==> src/rtl/shift_pkg.sv <==
// Shared definitions for the parameterised shift register.
//   mode_e     : operation select encoding driven on the mode port
//   cnt_width  : bit width needed to hold a fill count of 0..depth
package shift_pkg;

  typedef enum logic [1:0] {
    MODE_HOLD   = 2'b00,
    MODE_SHIFT  = 2'b01,
    MODE_ROTATE = 2'b10,
    MODE_LOAD   = 2'b11
  } mode_e;

  // Fill count spans 0..depth inclusive, hence depth+1 codes.
  function automatic int cnt_width(input int depth);
    return $clog2(depth + 1);
  endfunction

endpackage

==> src/rtl/shift_stage.sv <==
// One stage of the shift register: a WIDTH-bit register with a
// synchronous clear, an update enable and a 2:1 source select.
//   clk, rst_n : clock, asynchronous active-low reset
//   clr        : synchronous clear to zero (beats en)
//   en         : capture the selected source on this edge
//   sel        : 0 selects src_a (chain neighbour), 1 selects src_b (load)
//   q          : registered stage value
module shift_stage #(
  parameter int WIDTH = 1
) (
  input  logic             clk,
  input  logic             rst_n,
  input  logic             clr,
  input  logic             en,
  input  logic             sel,
  input  logic [WIDTH-1:0] src_a,
  input  logic [WIDTH-1:0] src_b,
  output logic [WIDTH-1:0] q
);

  always_ff @(posedge clk or negedge rst_n) begin
    if (!rst_n) begin
      q <= '0;
    end else if (clr) begin
      q <= '0;
    end else if (en) begin
      q <= sel ? src_b : src_a;
    end
  end

endmodule

==> src/rtl/param_shift_reg.sv <==
// Parameterised shift register with hold / shift / rotate / parallel load,
// a saturating fill counter and a combinational tap read port.
//   clk, rst_n : clock, asynchronous active-low reset
//   clr        : synchronous clear of all stages and the fill count
//   en         : operation enable; low holds everything and ignores mode
//   mode       : 00 hold, 01 shift, 10 rotate, 11 load
//   din        : serial input into stage 0 (shift only)
//   load_data  : parallel load word, stage i at [i*WIDTH +: WIDTH]
//   tap_sel    : stage index shown on tap_out (out of range reads zero)
//   q_all      : all stages, same packing as load_data
//   dout       : last stage (DEPTH-1)
//   tap_out    : stage[tap_sel]
//   fill_cnt   : number of valid stages, saturates at DEPTH
//   full       : fill_cnt == DEPTH
module param_shift_reg
  import shift_pkg::*;
#(
  parameter int WIDTH = 1,
  parameter int DEPTH = 6
) (
  input  logic                         clk,
  input  logic                         rst_n,
  input  logic                         clr,
  input  logic                         en,
  input  logic [1:0]                   mode,
  input  logic [WIDTH-1:0]             din,
  input  logic [DEPTH*WIDTH-1:0]       load_data,
  input  logic [$clog2(DEPTH)-1:0]     tap_sel,
  output logic [DEPTH*WIDTH-1:0]       q_all,
  output logic [WIDTH-1:0]             dout,
  output logic [WIDTH-1:0]             tap_out,
  output logic [cnt_width(DEPTH)-1:0]  fill_cnt,
  output logic                         full
);

  localparam int CW = cnt_width(DEPTH);
  localparam logic [CW-1:0] DEPTH_C = CW'(DEPTH);

  mode_e            op;
  logic             step_en;
  logic             load_sel;
  logic [WIDTH-1:0] stage_q [DEPTH];

  assign op = mode_e'(mode);

  // Every non-hold mode updates all stages; only load picks the parallel
  // source, shift and rotate differ solely in what feeds stage 0.
  always_comb begin
    step_en  = en && (op != MODE_HOLD);
    load_sel = (op == MODE_LOAD);
  end

  for (genvar g = 0; g < DEPTH; g++) begin : g_stage
    logic [WIDTH-1:0] src_a;

    if (g == 0) begin : g_head
      assign src_a = (op == MODE_ROTATE) ? stage_q[DEPTH-1] : din;
    end else begin : g_body
      assign src_a = stage_q[g-1];
    end

    shift_stage #(.WIDTH(WIDTH)) u_stage (
      .clk   (clk),
      .rst_n (rst_n),
      .clr   (clr),
      .en    (step_en),
      .sel   (load_sel),
      .src_a (src_a),
      .src_b (load_data[g*WIDTH +: WIDTH]),
      .q     (stage_q[g])
    );

    assign q_all[g*WIDTH +: WIDTH] = stage_q[g];
  end

  assign dout = stage_q[DEPTH-1];

  always_ff @(posedge clk or negedge rst_n) begin
    if (!rst_n) begin
      fill_cnt <= '0;
    end else if (clr) begin
      fill_cnt <= '0;
    end else if (en) begin
      case (op)
        MODE_SHIFT: if (fill_cnt != DEPTH_C) fill_cnt <= fill_cnt + 1'b1;
        MODE_LOAD:  fill_cnt <= DEPTH_C;
        default:    fill_cnt <= fill_cnt;
      endcase
    end
  end

  assign full = (fill_cnt == DEPTH_C);

  // Indices past DEPTH-1 match no stage and fall through to zero.
  always_comb begin
    tap_out = '0;
    for (int i = 0; i < DEPTH; i++) begin
      if (int'(tap_sel) == i) tap_out = stage_q[i];
    end
  end

endmodule

==> config.mk <==
export PLATFORM = sky130hd
export DESIGN_NAME = param_shift_reg
export DESIGN_NICKNAME = d
export VERILOG_FILES = /design/src/rtl/shift_pkg.sv /design/src/rtl/shift_stage.sv /design/src/rtl/param_shift_reg.sv
export SDC_FILE = /design/constraint.sdc
export NUM_CORES = 1
export LEC_CHECK = 0
export CAP_MARGIN = 40
export CORE_MARGIN = 2
export CORE_UTILIZATION = 39
export DETAILED_ROUTE_END_ITERATION = 6
export PLACE_DENSITY = 0.77
export SETUP_SLACK_MARGIN = 0.02
export SYNTH_ARGS = -nofsm -noshare
export SYNTH_HDL_FRONTEND = slang
export SYNTH_SLANG_ARGS = --single-unit
==> constraint.sdc <==
create_clock -name clk -period 1.8 [get_ports clk]
set_input_delay 0.18 -clock clk [delete_from_list [all_inputs] [get_ports clk]]
set_output_delay 0.18 -clock clk [all_outputs]
set_load 0.02 [all_outputs]
==> results.sh <==
export IMPL_drc=0
export IMPL_yosysSeqAreaShare=0.3789
export IMPL_cp_max_fo=2
export IMPL_worst_slack_ns=0.09129
export IMPL_drtPass1Iterations=4
export IMPL_combPwrFrac=0.253
export IMPL_final_cell_mix="clkdlybuf4s50_1, dfrtp_1, mux2i_1"
export IMPL_grt_antenna_before_repair=0
export IMPL_ys_ff_latch=9
export IMPL_synth_top_cell_area_share=0.3789
export IMPL_seqPwrFrac=0.425
export IMPL_grt_max_degree=10
export IMPL_wl_per_cell_um=14.03
export IMPL_hold_path_class="in -> async"
export IMPL_drt_initial_drc_count=4
export IMPL_core_um2=1471
export IMPL_p_per_area_nw_per_um2=573.4
export IMPL_fin_skew_ns=0.008031
export IMPL_worst_path_buf_inv=1
export IMPL_critPathLaunchType="register"
export IMPL_r2r_setup_slack_ns=0.28
export IMPL_overflow=0
export IMPL_dpl_hpwl_um=1158
export IMPL_synth_fp_nets=74
export IMPL_netSwitchingPower_uw=144.1
export IMPL_area_delta_synth_final_pct=51.16
export IMPL_clock_path_buffers=2
export IMPL_end_kind="output pin"
export IMPL_vias=516
export IMPL_p_clk_frac=0.321
export IMPL_p_leak_nw=0.4110
export IMPL_layout_nets=104
export IMPL_ys_top_cells_by_area="dfrtp_1, mux2i_1, o2bb2ai_1"
export IMPL_drtAntennaViolNets=0
export IMPL_min_period_ns=1.709
export IMPL_path_cells="mux4_2, mux2_2, buf_2"
export IMPL_max_cap_violations=0
export IMPL_syn_area_um2=594.3
export IMPL_grt_pass1_vias=514
export IMPL_p_sw_frac=0.2797
export IMPL_relSlewSlack=0.7069
export IMPL_worstPathArrival_ns=1.53
export IMPL_dieArea_um2=1852
export IMPL_place_worst_setup_slack_ns=-0.3728
export IMPL_syn_inst=56
export IMPL_finalSetupTns_ns=0
export IMPL_syn_area_per_cell_um2=10.61
export IMPL_numCtsBuffers=3
export IMPL_drt_total_wl_um=1417
export IMPL_drive_gt1_frac=0.1765
export IMPL_setup_violations=0
export IMPL_port_buffers=27
export IMPL_viasPerCell=5.109
export IMPL_initial_utilization=0.4039
export IMPL_path_class="reg -> out"
export IMPL_rsz0062_at_grt="false"
export IMPL_synth_cell_types=24
export IMPL_dieHeight_um=43.04
export IMPL_ir_drop_uv=364.1
export IMPL_dp_cells=97
export IMPL_clk_pin_slew_ns=0.07
export IMPL_slowest_delay_ns=0.45
export IMPL_die_w_um=43.04
export IMPL_run_status="completed"
export IMPL_grt_pass1_wl_um=2304
export IMPL_cpMaxStageDelayCell="mux4_2"
export IMPL_cts_sinks=9
export IMPL_cts_max_level=1
export IMPL_rows=14
export IMPL_cp_top_family="multiplexers"
export IMPL_io_pins=28
export IMPL_layout_cells_non_filler=101
export IMPL_cp_required_ns=1.62
export IMPL_finalHoldViolations=0
export IMPL_antenna_cells=0
export IMPL_synth_yosys_warnings=0
export IMPL_gp_congestion=0.7441
export IMPL_path_depth=3
export IMPL_rr_worst_depth=5
export IMPL_fmax_mhz=585.2
export IMPL_root_buffer="clkbuf_4"
export IMPL_report_final_slew_viol_count=0
export IMPL_grt_usage=0.1744
export IMPL_worstMarginPinSlew_ns=0.4382
export IMPL_fin_crit_sh=0.9493
export IMPL_layout_commonest_cell="clkdlybuf4s50_1"
export IMPL_cts_tree="built"
export IMPL_intPower_uw=371.1
export IMPL_clock_latency_ns=0.28
export IMPL_synth_top_area_cell="dfrtp_1"
==> cells by family after synthesis <==
family / after synthesis / synth area share
and+or+nand+nor: 15 / 0.1579
AOI/OAI and AO/OA: 11 / 0.1305
muxes: 10 / 0.1937
buffers and inverters: 9 / 0.09682
DFF: 9 / 0.3790
adders and majority gates: 2 / 0.04210
==> cell usage after synthesis <==
cell type and count:
o2bb2ai_1 6, or4_1 1, or2_1 1, clkbuf_1 1, and3b_2 1, nor4_1 3, dfrtp_1 9, clkbuf_2 1
a21oi_1 3, nor2_1 1, o21ai_0 1, nor2b_1 1, inv_1 1, mux2_2 2, o21ai_1 1, buf_4 6
nor3_1 1, mux4_2 1, nand2_1 3, nor4b_1 1, and2_4 1, nor3b_1 1, mux2i_1 7, ha_1 2
==> power groups by stage <==
stage	clock, mW	sequential [mW]	combinational (mW)
after floorplan	0	0.228	0.0559
after detailed placement	0	0.223	0.133
after global placement	0	0.223	0.130
after global routing	0.179	0.221	0.141
final	0.165	0.219	0.131
after CTS	0.168	0.219	0.132
==> repair_timing <==
action	in CTS	in global routing
hold buffers	0	0
pin swaps	0	0
gates resized for setup	5	1
endpoints found under the setup margin	2	1
setup buffers	0	0
==> area by class of cell <==
cell class	instances	area (um2)
Clock buffer	4	26.28
Timing Repair Buffer	33	311.5
Sequential cell	9	225.2
Fill cell	140	573.1
Inverter	1	3.754
Tap cell	16	20.02
Multi-Input combinational cell	38	311.5
==> final timing paths <==
path | startpoint | end
worst max-delay path | g_stage[0].u_stage.q | tap_out
min in group clk | load_data[1] | g_stage[1].u_stage.q
max in group asynchronous | rst_n | fill_cnt[1]
worst min register to register | g_stage[3].u_stage.q | g_stage[3].u_stage.q
worst min-delay path | rst_n | g_stage[1].u_stage.q
worst max register to register | fill_cnt[0] | fill_cnt[0]
==> sequential cells by signal (all words and copies together) (netlist names) <==
register           flops
g_stage.u_stage.q      6
fill_cnt               3
==> per-stage QoR <==
step	power, mW	hold slack (ns)	util	instance area [um2]
6_report	0.5152	0.2073	0.6105	898.4
5_1_grt	0.5406	0.2513	0.6105	898.4
4_1_cts	0.5190	0.2293	0.6088	895.9
3_5_place_dp	0.3559	0.5207	0.5952	875.8
3_3_place_gp	0.3528	0.5031	0.5952	875.8
2_1_floorplan	0.2834	-0.1156	-	594.3
==> layer usage <==
| layer | up-vias | routed length, um | global-route usage |
|---|---|---|---|
| met5 | - | 0 | 0 |
| met4 | 0 | 14 | 0.03636 |
| met3 | 2 | 79 | 0.07660 |
| met2 | 10 | 678 | 0.2758 |
| met1 | 243 | 644 | 0.2213 |
| li1 | 261 | - | - |
==> worst reg2reg max path, cell delays in order, from the launching register on <==
cell     delay (ns)
dfrtp_1        0.41
inv_1          0.06
ha_1           0.22
and2_4         0.15
or4_1          0.47
a21oi_1        0.14
Power figures use the tool's default switching activity.
